<file path="config.mk">
export PLATFORM = sky130hd
export DESIGN_NAME = input_db_reader
export DESIGN_NICKNAME = d
export VERILOG_FILES = /design/src/rtl/input_db_pkg.sv /design/src/rtl/input_db_rd_fifo.sv /design/src/rtl/input_db_reader.sv
export SDC_FILE = /design/constraint.sdc
export NUM_CORES = 1
export LEC_CHECK = 0
export CORE_MARGIN = 3
export CORE_UTILIZATION = 25
export CTS_BUF_LIST = sky130_fd_sc_hd__clkbuf_2 sky130_fd_sc_hd__clkbuf_4 sky130_fd_sc_hd__clkbuf_8
export CTS_CLUSTER_SIZE = 10
export DETAILED_ROUTE_END_ITERATION = 8
export GPL_TIMING_DRIVEN = 0
export REMOVE_ABC_BUFFERS = 1
export SKIP_CTS_REPAIR_TIMING = 1
export SYNTH_ARGS = -nofsm -noshare
export SYNTH_HDL_FRONTEND = slang
export SYNTH_HIERARCHICAL = 1
export SYNTH_SLANG_ARGS = --single-unit
</file>
<file path="constraint.sdc">
create_clock -name clk -period 6.17 [get_ports clk]
set_input_delay 1.234 -clock clk [delete_from_list [all_inputs] [get_ports clk]]
set_output_delay 1.234 -clock clk [all_outputs]
set_load 0.02 [all_outputs]
</file>
<file path="src/rtl/input_db_pkg.sv">
// rtl/input_db_pkg.sv - shared defaults and FSM state type for the input DB reader
package input_db_pkg;
  localparam int DATA_WIDTH_DEF = 128;
  localparam int ADDR_WIDTH_DEF = 12;
  localparam int BANK_DEPTH_DEF = 2048;
  localparam int RD_FIFO_DEPTH  = 4;

  typedef enum logic [1:0] {
    ST_IDLE   = 2'd0,
    ST_STREAM = 2'd1,
    ST_DRAIN  = 2'd2
  } rd_state_e;
endpackage

</file>
<file path="src/rtl/input_db_rd_fifo.sv">
// rtl/input_db_rd_fifo.sv - small read-data FIFO between SRAM read port and output stream
module input_db_rd_fifo #(
  parameter int DW    = 128,
  parameter int DEPTH = 4
) (
  input  logic                       clk,
  input  logic                       rst_n,
  input  logic                       push_i,
  input  logic [DW-1:0]              wdata_i,
  input  logic                       pop_i,
  output logic [DW-1:0]              rdata_o,
  output logic [$clog2(DEPTH+1)-1:0] count_o
);
  localparam int PW = $clog2(DEPTH);
  localparam int CW = $clog2(DEPTH+1);

  logic [DW-1:0] mem_q [DEPTH];
  logic [PW-1:0] wr_ptr_q, rd_ptr_q;
  logic [CW-1:0] count_q;

  always_ff @(posedge clk) begin
    if (push_i) mem_q[wr_ptr_q] <= wdata_i;
  end

  always_ff @(posedge clk or negedge rst_n) begin
    if (!rst_n) begin
      wr_ptr_q <= '0;
      rd_ptr_q <= '0;
      count_q  <= '0;
    end else begin
      if (push_i) wr_ptr_q <= wr_ptr_q + PW'(1);
      if (pop_i)  rd_ptr_q <= rd_ptr_q + PW'(1);
      unique case ({push_i, pop_i})
        2'b10:   count_q <= count_q + CW'(1);
        2'b01:   count_q <= count_q - CW'(1);
        default: count_q <= count_q;
      endcase
    end
  end

  // Storage is not reset, so the head is masked to zero while empty.
  assign rdata_o = (count_q != '0) ? mem_q[rd_ptr_q] : '0;
  assign count_o = count_q;
endmodule

</file>
<file path="src/rtl/input_db_reader.sv">
// rtl/input_db_reader.sv - ping-pong bank reader streaming SRAM words out with flow control
module input_db_reader
  import input_db_pkg::*;
#(
  parameter int DATA_WIDTH = DATA_WIDTH_DEF,
  parameter int ADDR_WIDTH = ADDR_WIDTH_DEF,
  parameter int BANK_DEPTH = BANK_DEPTH_DEF
) (
  input  logic                  clk,
  input  logic                  rst_n,
  input  logic [ADDR_WIDTH-2:0] cfg_num_words,
  input  logic                  wr_bank_done,
  output logic                  rd_bank_free,
  output logic                  sram_csb1,
  output logic [ADDR_WIDTH-1:0] sram_addr1,
  input  logic [DATA_WIDTH-1:0] sram_dout1,
  output logic [DATA_WIDTH-1:0] out_data,
  output logic                  out_valid,
  input  logic                  out_ready,
  output logic                  out_last,
  output logic                  overflow
);
  localparam int IW = ADDR_WIDTH - 1;
  localparam int CW = $clog2(RD_FIFO_DEPTH + 1);

  rd_state_e       state_q, state_d;
  logic [1:0]      full_cnt_q, full_cnt_d;
  logic            rd_bank_q, rd_bank_d;
  logic [IW-1:0]   words_m1_q, words_m1_d;
  logic [IW-1:0]   issue_idx_q, issue_idx_d;
  logic [IW-1:0]   deliver_idx_q, deliver_idx_d;
  logic            pending_q;
  logic            overflow_q, overflow_d;
  logic [ADDR_WIDTH-1:0] addr_q;
  logic [CW-1:0]   fifo_count;
  logic            issue, pop, wr_take;
  logic [ADDR_WIDTH-1:0] rd_addr;

  input_db_rd_fifo #(.DW(DATA_WIDTH), .DEPTH(RD_FIFO_DEPTH)) u_fifo (
    .clk     (clk),
    .rst_n   (rst_n),
    .push_i  (pending_q),
    .wdata_i (sram_dout1),
    .pop_i   (pop),
    .rdata_o (out_data),
    .count_o (fifo_count)
  );

  assign rd_addr    = {rd_bank_q, issue_idx_q};
  // Reads in flight plus buffered words never exceed three, so the FIFO cannot overrun.
  assign issue      = (state_q == ST_STREAM) && ((fifo_count + CW'(pending_q)) <= CW'(2));
  assign out_valid  = (fifo_count != '0);
  assign pop        = out_valid && out_ready;
  assign out_last   = out_valid && (deliver_idx_q == words_m1_q);
  assign sram_csb1  = ~issue;
  assign sram_addr1 = issue ? rd_addr : addr_q;
  assign overflow   = overflow_q;

  always_comb begin
    state_d       = state_q;
    rd_bank_d     = rd_bank_q;
    words_m1_d    = words_m1_q;
    issue_idx_d   = issue_idx_q + IW'(issue);
    deliver_idx_d = deliver_idx_q + IW'(pop);
    rd_bank_free  = 1'b0;
    unique case (state_q)
      ST_IDLE: begin
        if (full_cnt_q != 2'd0) begin
          words_m1_d    = (cfg_num_words == '0) ? IW'(BANK_DEPTH - 1) : cfg_num_words - IW'(1);
          issue_idx_d   = '0;
          deliver_idx_d = '0;
          state_d       = ST_STREAM;
        end
      end
      ST_STREAM: begin
        if (issue && (issue_idx_q == words_m1_q)) state_d = ST_DRAIN;
      end
      ST_DRAIN: begin
        if (pop && out_last) begin
          rd_bank_free = 1'b1;
          rd_bank_d    = ~rd_bank_q;
          state_d      = ST_IDLE;
        end
      end
      default: state_d = ST_IDLE;
    endcase
  end

  always_comb begin
    wr_take    = wr_bank_done && !((full_cnt_q == 2'd2) && !rd_bank_free);
    overflow_d = overflow_q | (wr_bank_done && !wr_take);
    unique case ({wr_take, rd_bank_free})
      2'b10:   full_cnt_d = full_cnt_q + 2'd1;
      2'b01:   full_cnt_d = full_cnt_q - 2'd1;
      default: full_cnt_d = full_cnt_q;
    endcase
  end

  always_ff @(posedge clk or negedge rst_n) begin
    if (!rst_n) begin
      state_q       <= ST_IDLE;
      full_cnt_q    <= 2'd0;
      rd_bank_q     <= 1'b0;
      words_m1_q    <= '0;
      issue_idx_q   <= '0;
      deliver_idx_q <= '0;
      pending_q     <= 1'b0;
      overflow_q    <= 1'b0;
      addr_q        <= '0;
    end else begin
      state_q       <= state_d;
      full_cnt_q    <= full_cnt_d;
      rd_bank_q     <= rd_bank_d;
      words_m1_q    <= words_m1_d;
      issue_idx_q   <= issue_idx_d;
      deliver_idx_q <= deliver_idx_d;
      pending_q     <= issue;
      overflow_q    <= overflow_d;
      if (issue) addr_q <= rd_addr;
    end
  end
endmodule

</file>
# Word-level counts from Yosys, hierarchy flattened
# Memory sizes are Yosys's and may differ from the RTL's.
# Index checks and enable logic that the tools add are counted.
[classes] addsub=10 magnitude_cmp=1 eq_ne=12 mux=17 bitwise=3 reduce_logical=20
[op_table] op="2-to-1 mux 128 bit" n=1
[op_table] op="2-to-1 mux 11 bit" n=5
[op_table] op="adder 11 x 1 -> 11 bit" n=2
[op_table] op="== test 11 bit" n=2
[op_table] op="2-to-1 mux 12 bit" n=1
[op_table] op="logical NOT 11 bit" n=1
[op_table] op="subtractor 11 x 1 -> 11 bit, second input constant" n=1
[op_table] op="== test 2 bit, second input constant" n=4
[op_table] op="logical AND 1 bit" n=8
[op_table] op="adder 2 x 1 -> 2 bit, second input constant" n=3
[op_table] op="== test 2 x 1 -> 1 bit, second input constant" n=3
[op_table] op="2-to-1 mux 2 bit" n=3
[op_table] op="one-hot mux 2 bit (3 select lines)" n=1
[op_table] op="one-hot mux 3 bit (2 select lines)" n=1
[op_table] op="nonzero test 2 bit" n=3
[op_table] op="2-to-1 mux 1 bit" n=4
[op_table] op="!= test 2 bit, second input constant" n=2
[op_table] op="one-hot mux 2 bit (2 select lines)" n=1
[op_table] op="AND reduction 2 bit" n=2
[op_table] op="adder 3 x 1 -> 3 bit" n=1
[op_table] op="adder 3 x 1 -> 3 bit, second input constant" n=1
[op_table] op="<= comparator 3 x 2 -> 1 bit, second input constant" n=1
[op_table] op="logical NOT 1 bit" n=3
[op_table] op="AND reduction 3 bit" n=1
[op_table] op="7 further kinds" n=8
[word_totals] reg_bits=59 ram_bits=512 out_inout_bits=145 wordCells=76 memories=1
[mem_list] memory="u_fifo.mem_q" depth=4 width=128 rd=1 rd_clocked_by_memory_dff=0 write_ports=1 line_no="input_db_rd_fifo.sv:17" text="logic [DW-1:0] mem_q [DEPTH];"

# Longest topological paths before layout
# Gate-level depths: netlist of the first run.
[depth] word_depth=12 depth_mapped=13 depth_no_buf=11

# Hierarchy
# The synthesis of the first run kept the hierarchy.
[by_module_without_submodules] module="input_db_rd_fifo" n_inst=1 cells_each=847 area_per_inst_um2=19712.7 seq_area_each_um2=15549.9
[by_module_without_submodules] module="input_db_reader" n_inst=1 cells_each=250 area_per_inst_um2=2618.8 seq_area_each_um2=1301.2

# Worst setup path after synthesis of the first run
# Ideal clock, no wire load.
[synth_timing] path_type="register to register" from="reg u_fifo.wr_ptr_q[0]" to="mem u_fifo.mem_q[0][0] (enable)" setup_ns=0.502 t_arrival_ns=3.558 required_time_ns=5.668 slack_ns=2.110 stages_incl_launch_ff=4 path_buffers=0 synth_period_minus_slack_ns=4.060 cell_sequence="dfrtp_1 > inv_1 > ha_1 > and2_1"
[synth_rtl] element="start, declared" line_no="input_db_rd_fifo.sv:18" text="logic [PW-1:0] wr_ptr_q, rd_ptr_q;"
[synth_rtl] element="start signal, assigned" line_no="input_db_rd_fifo.sv:31" text="if (push_i) wr_ptr_q <= wr_ptr_q + PW'(1);"
[synth_rtl] element="end, declared" line_no="input_db_rd_fifo.sv:17"
# Straight into the memory's write port.

# Worst setup path after layout of the first run
[layout_timing] from="reg u_fifo.count_q[0] (netlist: u_fifo/count_o[0])" to="out out_data[38]"
[layout_via] elab_chain_len=2
[layout_rtl] element="start, declared" line_no="input_db_rd_fifo.sv:19" text="logic [CW-1:0] count_q;"
[layout_rtl] element="start signal, assigned" line_no="input_db_rd_fifo.sv:34" text="2'b10: count_q <= count_q + CW'(1);"
[layout_rtl] element="start signal, assigned" line_no="input_db_rd_fifo.sv:35" text="2'b01: count_q <= count_q - CW'(1);"
[layout_rtl] element="start signal, assigned" line_no="input_db_rd_fifo.sv:36" text="default: count_q <= count_q;"
[layout_rtl] element="nonzero test 3 bit" line_no="input_db_rd_fifo.sv:42" text="assign rdata_o = (count_q != '0) ? mem_q[rd_ptr_q] : '0;"
[layout_rtl] element="2-to-1 mux 128 bit" line_no="input_db_rd_fifo.sv:42"
[layout_rtl] element="end, declared" line_no="input_db_reader.sv:17" text="output logic [DATA_WIDTH-1:0] out_data,"
# No other way between the ends.

==> summary.md, run 1 <==
| Metric | Value |
|---|---|
| Critical path fanouts, max | 11 |
| DRT Pass-1 Iters | 4 |
| CTS Buf Count | 99 |
| Routed via count | 11378 |
| Die Wd | 305 um |
| Seq/Total Area, Yosys | 75.5% |
| Dpl hpwl | 32300 um |
| Worst r2r dst | issue_idx_q[10] |
| CP max stage cell | nor3_2 |
| Routed WL per cell | 19.0 um |
| Fmax | 0.198 GHz |
| Final nets | 1622 |
| P per Cell Area | 511 nW/um2 |
| Drt drc | 0 |
| CTS tree | yes |
| Pins over their slew limit | 0 |
| VDD IR max | 0.359 mV |
| Die area | 92900 um2 |
| R2R Setup Slk | 3.20 ns |
| Worst-path cell chain | nor3_2 -> buf_8 -> buf_6 -> buf_6 -> buf_6 -> buf_6 -> buf_6 -> buf_6 -> nor2b_1 -> clkdlybuf4s50_1 |
| Io pins | 288 |
| Outcome | completed |
| Mux cell area share after synthesis | 13.5% |
| Vias in the first global route | 12834 |
| Ys async rst share | 10.3% |
| Count of cell types in the netlist | 38 |
| Initial DRC Count | 575 |
| Period utilization | 81.7% |
| Clk sinks | 571 |
| Top FF cell, synth | edfxtp_1 |
| Die Ht | 305 um |
| Root cell of the clock tree | clkbuf_8 |
| Synth cell count leaders | edfxtp_1, nor2b_1, mux4_2, dfrtp_1, xnor2_1 |
| Worst-path clk slew | 0.06 ns |
| Met2 GRT Util | 18.1% |
| P&R area growth vs syn | 29.9% |
| Syn Inst Count | 1097 |
| Global-route wire length before repair | 77500 um |
| Ranking of synthesized cells by area | edfxtp_1, mux4_2, dfrtp_1 |
| Most frequent cell after synthesis | edfxtp_1 |
| Initial core utilization | 25.5% |
| Main combinational cell family by area after synthesis | multiplexers |
| Clock skew | 0.0366 ns |
| Critical Path Start | u_fifo/count_o[0] |
| Tmin final | 5.04 ns |
| Core Box Area | 87700 um2 |
| FP Rows | 108 |
| Initial antenna violation count | 4 |
| End of the critical path | out_data[38] |
| Top-area cell type share of the netlist area | 68.8% |
| Largest stage delay, worst path | 0.82 ns |
| Met3 Use GR | 3.65% |
| Fillers | 8298 |
| Pleak | 9.66 nW |
| Post-synthesis compound-gate area fraction | 0.510% |
| Hold Crit Start | rd_bank_q |
| Total GRT Usage | 11.0% |
| FF-to-FF Start | pending_q |
| CTS Buffer Depth | 3 |
| Layout cells sized above 1 | 21.4% |
| Worst min-delay path class | register to register |
| I/O Buffers | 287 |
| Synth Area in Adders | 0.762% |
| Total power | 14.8 mW |
| Max Cap Viol | 0 |
| Vias per cell | 4.21 |
| Mean area per synthesized cell | 20.4 um2 |
| Overflow after GRT | 0 |
| Slew @ Worst Pin | 0.981 ns |
| Post-synthesis simple-gate area fraction | 6.00% |
| CP endpoint kind | output pin |
| CTS HTree Levels | 3 |
| Largest net degree at the start of global routing | 54 |
| Required @ worst endpoint | 4.94 ns |
| Post-Synth XOR/XNOR Area | 2.31% |
| GRT met1 Usage | 13.5% |
| Critical path startpoint category | register |
| GPL Wtd Cong | 0.760 |
| Leading area contributor after synthesis | edfxtp_1 |
| Worst hold slack | 0.474 ns |
| CP Data Arrival Time | 3.81 ns |
| FF-to-FF path depth | 11 |
| Routed WL | 51400 um |
| Slew HR | 34.2% |
| Synth Register Bits | 571 |
| CP Class | register to output pin |
| Final Hold Fails | 0 |
| Antenna viol nets, final | 0 |
| Worst skew pair latency | 0.71 ns |
| Final setup fails | 0 |
| Number of flops mapped to enable cells by yosys | 512 |
| Gr busiest metal | met2 |
| CP dominant cell by count | buf_6 |
| Post-Syn Area | 22300 um2 |
| Yosys warns | 6 |
| RSZ-0062 raised after global routing | false |
## cells in the final DEF (no fill, tap or decap), types with 2 or more instances in the layout
cell and count:
clkinv_8 2, xnor2_1 36, nor2b_1 129, o21ai_0 2, clkinv_2 6, dfrtp_4 2, and2_1 8, buf_16 13
nor3_2 3, diode_2 2, buf_4 3, clkbuf_4 36, nand3_1 16, nor2_1 34, nor3_1 2, buf_8 2
dfrtp_1 57, bufinv_16 7, edfxtp_1 512, and3_1 6, mux2_1 10, o21ai_1 6, clkdlybuf4s50_1 286, a21oi_1 8
mux4_2 128, nand2_1 19, clkinvlp_4 3, nand4_1 5, buf_6 10, inv_1 12, or3_1 4, clkinv_1 21
and2_4 4, xor2_1 21, clkbuf_8 102, ha_1 12
## how the worst min path moves through the flow
| stage | endpoint | slack [ns] | cells after the start |
|---|---|---|---|
| after floorplan | rd_bank_q | 0.44 | 1 |
| after global placement | rd_bank_q | 0.46 | 1 |
| after detailed placement | addr_q[11] | 0.47 | 2 |
| after CTS | addr_q[5] | 0.39 | 1 |
| after global routing | addr_q[5] | 0.44 | 1 |
| final | rd_bank_q | 0.47 | 1 |
## kinds of logic after synthesis
family          after synthesis
fa+ha+maj                    13
simple gates                235
flops                       571
compound gates               20
mux                         139
buf+inv                      61
xor+xnor                     58
## power breakdown
part	internal (mW)	switching [mW]
Clock	2.05	1.52
Sequential	5.09	0.396
Combinational	2.82	2.94
## cell type report
type	instances	area [um2]	share of cell area, %
repair buffers	316	3410	11.8
multi-input cells	465	5160	17.8
diodes	2	5.00	0.0173
inverters	13	48.8	0.168
clock buffers	138	1670	5.77
well taps	1155	1450	4.98
flip-flops and latches	571	16900	58.1
clock inverters	42	403	1.39
## stage by stage
stage	setup WS [ns]	instances	TNS [ns]	instance area, um2	util, %
CTS	0.893	2700	0	29000	33.1
global placement	-12.99	2491	-1974.70	26400	30.1
finish	1.13	2702	0	29000	33.1
global route	0.827	2700	0	29000	33.1
detailed placement	1.75	2520	0	26900	30.7
floorplan	-2.77	1049	-355.14	22000	-
## worst max-delay path, delay by kind of cell (launching register included)
family / cells / cell delay (ns)
DFF: 1 / 0.43
buffers and inverters: 8 / 1.76
and+or+nand+nor: 2 / 0.89
## sequential cells by signal, summed over array words and instances, names as in the netlist
signal / cells
u_fifo/rd_ptr_q: 2
pending_q: 1
state_q: 2
u_fifo/wr_ptr_q: 2
rd_bank_q: 1
words_m1_q: 11
u_fifo/mem_q: 512
u_fifo/count_o: 3
addr_q: 12
full_cnt_q: 2
issue_idx_q: 11
overflow: 1
deliver_idx_q: 11
## routing by layer
| metal | share of wire, % | up-vias |
|---|---|---|
| li1 | - | 5069 |
| met1 | 42 | 5881 |
| met2 | 49 | 322 |
| met3 | 6.9 | 100 |
| met4 | 2.5 | 6 |
| met5 | 0.062 | - |
(Power assumes the default switching activity.)
==> inputs of run 2 (changes only) <==
- clock period: 6.17 -> 4.9 ns (I/O delays scaled with it)
==> run 2 against run 1 <==
Compared with the run above:
- clock skew is essentially flat
- highest routed layer unchanged
- largest power group unchanged
- hold slack worse by 0.24 ns
- flip-flop and latch count unchanged
- critical path depth did not move
- register-to-register slack worse by 1.3 ns
- non-clock buffer count increased by 1
- clock-buffer cell count did not move
==> summary.md, run 2 (synthesis results as in run 1) <==
| Metric | Value |
|---|---|
| Outcome | completed |
| Final Hold Fails | 0 (unchanged) |
| CTS Buf Count | 99 (unchanged) |
| Initial antenna violation count | 4 (unchanged) |
| Pleak | 9.67 nW (+0.12%) |
| Antenna viol nets, final | 0 (unchanged) |
| FF-to-FF path depth | 11 (unchanged) |
| RSZ-0062 raised after global routing | false |
| Critical path startpoint category | register |
| CP Data Arrival Time | 3.57 ns (-0.24 ns) |
| Layout cells sized above 1 | 21.5% (+0.051 points) |
| Clock skew | 0.0367 ns (+0.0000915 ns) |
| Initial DRC Count | 613 (+6.6%) |
| Worst-path clk slew | 0.06 ns (about the same) |
| FF-to-FF Start | pending_q |
| Period utilization | 92.9% |
| Slew HR | 41.7% (+7.4 points) |
| CTS Buffer Depth | 3 (unchanged) |
| CTS HTree Levels | 3 (unchanged) |
| P&R area growth vs syn | 30.0% (about the same) |
| Routed via count | 11400 (+0.19%) |
| P per Cell Area | 644 nW/um2 (+26%) |
| Worst r2r dst | issue_idx_q[10] |
| Required @ worst endpoint | 3.92 ns (-1.02 ns) |
| Worst min-delay path class | input port to async pin |
| Commonest non-fill, non-tap cell in the layout | edfxtp_1 |
| Largest net degree at the start of global routing | 54 (unchanged) |
| CP Class | register to output pin |
| Die Wd | 305 um (unchanged) |
| CTS tree | yes |
| Die Ht | 305 um (unchanged) |
| Worst skew pair latency | 0.71 ns (about the same) |
| Final core occ | 33.1% (about the same) |
| Core Box Area | 87700 um2 (unchanged) |
| Slew @ Worst Pin | 0.875 ns (-0.106 ns) |
| Cell Area, Placed | 26900 um2 (unchanged) |
| Drt drc | 0 (unchanged) |
| Root cell of the clock tree | clkbuf_8 |
| VDD IR max | 0.452 mV (+26%) |
| Total GRT Usage | 11.0% (unchanged) |
| Global-route wire length before repair | 77500 um (unchanged) |
| Most frequent cells in the layout | edfxtp_1, clkdlybuf4s50_1, nor2b_1, mux4_2, clkbuf_8 |
| Design area | 29000 um2 (about the same) |
| Fmax | 0.220 GHz |
| Io pins | 288 (unchanged) |
| Vias per cell | 4.22 (+0.16%) |
| Critical path fanouts, max | 11 (unchanged) |
| Clk sinks | 571 (unchanged) |
| Final nets | 1623 (+0.062%) |
| GPL Wtd Cong | 0.760 (unchanged) |
| DRT Pass-1 Iters | 4 (unchanged) |
| Dpl hpwl | 32300 um (unchanged) |
| Largest registers | u_fifo/mem_q (512), addr_q (12) |
| FP Rows | 108 (unchanged) |
| Number of flip-flops in the largest register | 512 (unchanged) |
| Die area | 92900 um2 (unchanged) |
| Pins over their slew limit | 0 (unchanged) |
| I/O Buffers | 287 (unchanged) |
| Routed WL | 51800 um (+0.68%) |
| Overflow after GRT | 0 (unchanged) |
| Most flops, register | u_fifo/mem_q |
| R2R Setup Slk | 1.94 ns (-1.26 ns) |
| Vias in the first global route | 12834 (unchanged) |
| Fillers | 8298 (unchanged) |
| Max Cap Viol | 0 (unchanged) |
| CP endpoint kind | output pin |
| Initial core utilization | 25.5% (unchanged) |
| Tmin final | 4.55 ns |
| Final setup fails | 0 (unchanged) |
| Routed WL per cell | 19.2 um (+0.64%) |
## run 2: final cells by class
type | count | area, um2 | share of cell area, %
repair buffers | 317 | 3430 | 11.8
diodes | 2 | 5.00 | 0.0172
well taps | 1155 | 1450 | 4.98
clock buffers | 138 | 1670 | 5.77
multi-input cells | 465 | 5160 | 17.8
inverters | 13 | 48.8 | 0.168
clock inverters | 42 | 403 | 1.39
flip-flops and latches | 571 | 16900 | 58.1
## run 2: worst max-delay path: stages (launching register included)
cell	delay (ns)
dfrtp_1	0.45
nor3_4	0.57
buf_8	0.23
buf_6	0.15
buf_6	0.14
buf_6	0.15
buf_6	0.17
buf_6	0.17
buf_6	0.17
nor2b_1	0.07
clkdlybuf4s50_1	0.57
## run 2: per-stage QoR
step | hold slack, ns | instances | total power, mW | setup TNS [ns] | setup WS (ns)
after floorplan | 0.445 | 1049 | 11.4 | -486.15 | -3.79
after global placement | 0.460 | 2491 | 13.4 | -2757.53 | -14.01
after detailed placement | 0.467 | 2520 | 14.5 | 0 | 0.735
after CTS | 0.135 | 2700 | 19.1 | -0.687 | -0.123
after global routing | 0.187 | 2701 | 19.7 | 0 | 0.0628
final | 0.238 | 2703 | 18.7 | 0 | 0.350
## run 2: power by group
part	total, mW	leakage, nW	internal, mW	switching [mW]
combinational	7.31	3.17	3.57	3.74
sequential	6.89	5.42	6.41	0.472
clock	4.50	1.08	2.58	1.91
## run 2: per-layer routing
layer	routed length, um	vias to the layer above	GRT usage, %
li1	-	5068	-
met1	21700	5915	13.5
met2	25300	315	18.1
met3	3550	96	3.65
met4	1170	6	4.33
met5	32	-	0
## run 2: how the worst max path moves through the flow
| stage | start | end | cells past startpoint |
|---|---|---|---|
| global route | u_fifo/count_o[0] | out_data[22] | 10 |
| detailed placement | u_fifo/count_o[0] | out_data[38] | 10 |
| global placement | u_fifo/count_o[2] | out_data[71] | 3 |
| CTS | u_fifo/count_o[0] | out_data[38] | 10 |
| finish | u_fifo/count_o[0] | out_data[38] | 10 |
| floorplan | u_fifo/count_o[2] | out_data[0] | 2 |
==> inputs of run 3 (changes only) <==
- CTS_CLUSTER_SIZE: 10 -> not set
- SLEW_MARGIN: not set -> 10
==> run 3 against run 2 <==
Compared with the run above:
- critical path depth down 4
- highest routed layer unchanged
- clock power down 2%
- critical path type unchanged
- largest cell class unchanged
- maximum frequency up 0.29%
- via count up 0.64%
==> summary.md, run 3 (synthesis results as in run 1) <==
| Metric | Value |
|---|---|
| CP endpoint kind | output pin |
| Max Cap Viol | 0 (unchanged) |
| P&R area growth vs syn | 30.2% |
| Die Wd | 305 um (unchanged) |
| Final Hold Fails | 0 (unchanged) |
| Initial core utilization | 25.5% (unchanged) |
| Clk sinks | 571 (unchanged) |
| Finished Layout Cells | 2711 (+0.30%) |
| Clock skew | 0.0314 ns (-0.00529 ns) |
| Fmax | 0.220 GHz (+0.29%) |
| Slew HR | 38.6% (-3.1 points) |
| Total GRT Usage | 11.1% (+0.026 points) |
| Largest registers | u_fifo/mem_q (512), addr_q (12) |
| R2R Setup Slk | 1.95 ns (about the same) |
| Final nets | 1627 (+0.25%) |
| Vias per cell | 4.23 (+0.34%) |
| Initial antenna violation count | 5 (+1) |
| Pins over their slew limit | 0 (unchanged) |
| VDD IR max | 0.378 mV (-16%) |
| RSZ-0062 raised after global routing | false |
| Drt drc | 0 (unchanged) |
| Root cell of the clock tree | clkbuf_8 |
| Cells after DPL | 2525 (+0.20%) |
| Final setup fails | 0 (unchanged) |
| Die area | 92900 um2 (unchanged) |
| FF-to-FF path depth | 11 (unchanged) |
| Bufs and invs on worst path | 4 (-4) |
| Pleak | 9.70 nW (+0.28%) |
| Setup TNS | 0 ns (unchanged) |
| Period utilization | 92.6% (-0.26 points) |
| Slew @ Worst Pin | 0.918 ns (+0.0432 ns) |
| FF-to-FF Start | pending_q |
| Largest net degree at the start of global routing | 60 (+11%) |
| Worst hold slack | 0.351 ns (+0.113 ns) |
| Fillers | 8314 (+0.19%) |
| Largest stage delay, worst path | 0.67 ns (+0.10 ns) |
| FP Rows | 108 (unchanged) |
| Tmin final | 4.54 ns (-0.0130 ns) |
| Global-route wire length before repair | 77700 um (+0.22%) |
| Total power | 18.7 mW (-0.18%) |
| P per Cell Area | 642 nW/um2 (-0.35%) |
| Worst skew pair latency | 0.71 ns (about the same) |
| I/O Buffers | 287 (unchanged) |
| Worst-path cell chain | buf_16 -> buf_16 -> buf_16 -> mux4_2 -> nor2b_1 -> clkdlybuf4s50_1 |
| Overflow after GRT | 0 (unchanged) |
| Die Ht | 305 um (unchanged) |
| Dpl hpwl | 33300 um (+3.0%) |
| DRT Pass-1 Iters | 4 (unchanged) |
| Core Box Area | 87700 um2 (unchanged) |
| CP Class | register to output pin |
| Required @ worst endpoint | 3.92 ns (about the same) |
| Most frequent cells in the layout | edfxtp_1, clkdlybuf4s50_1, nor2b_1, mux4_2, clkbuf_8 |
| GPL Wtd Cong | 0.760 (unchanged) |
| Critical path fanouts, max | 35 (+24) |
| Area of the multi-input gates | 5160 um2 (unchanged) |
| Routed via count | 11473 (+0.64%) |
| Initial DRC Count | 473 (-23%) |
| Outcome | completed |
| Flip-flop and latch area | 16900 um2 (unchanged) |
| Routed WL | 51600 um (-0.43%) |
| Worst min-delay path class | input port to async pin |
| Io pins | 288 (unchanged) |
| CTS HTree Levels | 3 (unchanged) |
| Most flops, register | u_fifo/mem_q |
| Commonest non-fill, non-tap cell in the layout | edfxtp_1 |
| Number of flip-flops in the largest register | 512 (unchanged) |
| CP delay by family, top | buffers and inverters |
| Vias in the first global route | 12790 (-0.34%) |
| Critical path startpoint category | register |
| CTS Buf Count | 99 (unchanged) |
| Worst r2r dst | issue_idx_q[10] |
| CP Data Arrival Time | 3.56 ns (about the same) |
| Worst-path clk slew | 0.05 ns (about the same) |
| Antenna viol nets, final | 0 (unchanged) |
| CTS tree | yes |
| CP dominant cell by count | buf_16 |
| Layout cells sized above 1 | 21.7% (+0.19 points) |
| Routed WL per cell | 19.0 um (-0.73%) |
| CP max stage cell | dfrtp_4 |
| CTS Buffer Depth | 3 (unchanged) |
-- run 3: through the flow --
step	worst slack (ns)	instance area, um2	util, %
6_report	0.363	29100	33.2
5_1_grt	0.0347	29100	33.1
4_1_cts	0.0673	29100	33.1
3_5_place_dp	0.896	27000	30.8
3_3_place_gp	-14.01	26400	30.1
2_1_floorplan	-3.79	22000	-
-- run 3: worst reg2reg max path, stage by stage (launching register included) --
cell     delay [ns]
dfrtp_1        0.49
ha_1           0.26
ha_1           0.19
xor2_1         0.15
a211o_1        0.59
inv_2          0.15
ha_1           0.24
ha_1           0.20
and3_1         0.24
nand3_1        0.11
xor2_1         0.14
nor2_1         0.05
-- run 3: how the worst max path moves through the flow --
stage / start / slack, ns / endpoint / depth (start not counted)
floorplan: u_fifo/count_o[2] / -3.79 / out_data[0] / 2
global placement: u_fifo/count_o[2] / -14.01 / out_data[71] / 3
detailed placement: u_fifo/rd_ptr_q[0] / 0.90 / out_data[68] / 6
CTS: u_fifo/rd_ptr_q[0] / 0.07 / out_data[68] / 6
global route: u_fifo/rd_ptr_q[0] / 0.03 / out_data[22] / 6
finish: u_fifo/rd_ptr_q[0] / 0.36 / out_data[109] / 6
-- run 3: where the power goes --
| part | internal (mW) | switching (mW) |
|---|---|---|
| registers | 6.41 | 0.393 |
| clock network | 2.47 | 1.94 |
| logic | 3.62 | 3.83 |
-- run 3: cell type report --
| cell class | count | area share (%) |
|---|---|---|
| clock buffer | 133 | 5.67 |
| multi-input combinational | 465 | 17.8 |
| inverter | 13 | 0.168 |
| clock inverter | 48 | 1.35 |
| antenna | 5 | 0.0430 |
| tap | 1155 | 4.97 |
| timing repair buffer | 321 | 12.1 |
| sequential | 571 | 58.0 |
-- run 3: per-layer routing --
metal / track usage (%) / wire [um]
met3: 3.51 / 3690
met5: 0 / 41
met4: 4.22 / 1350
met2: 18.4 / 25200
met1: 13.5 / 21300
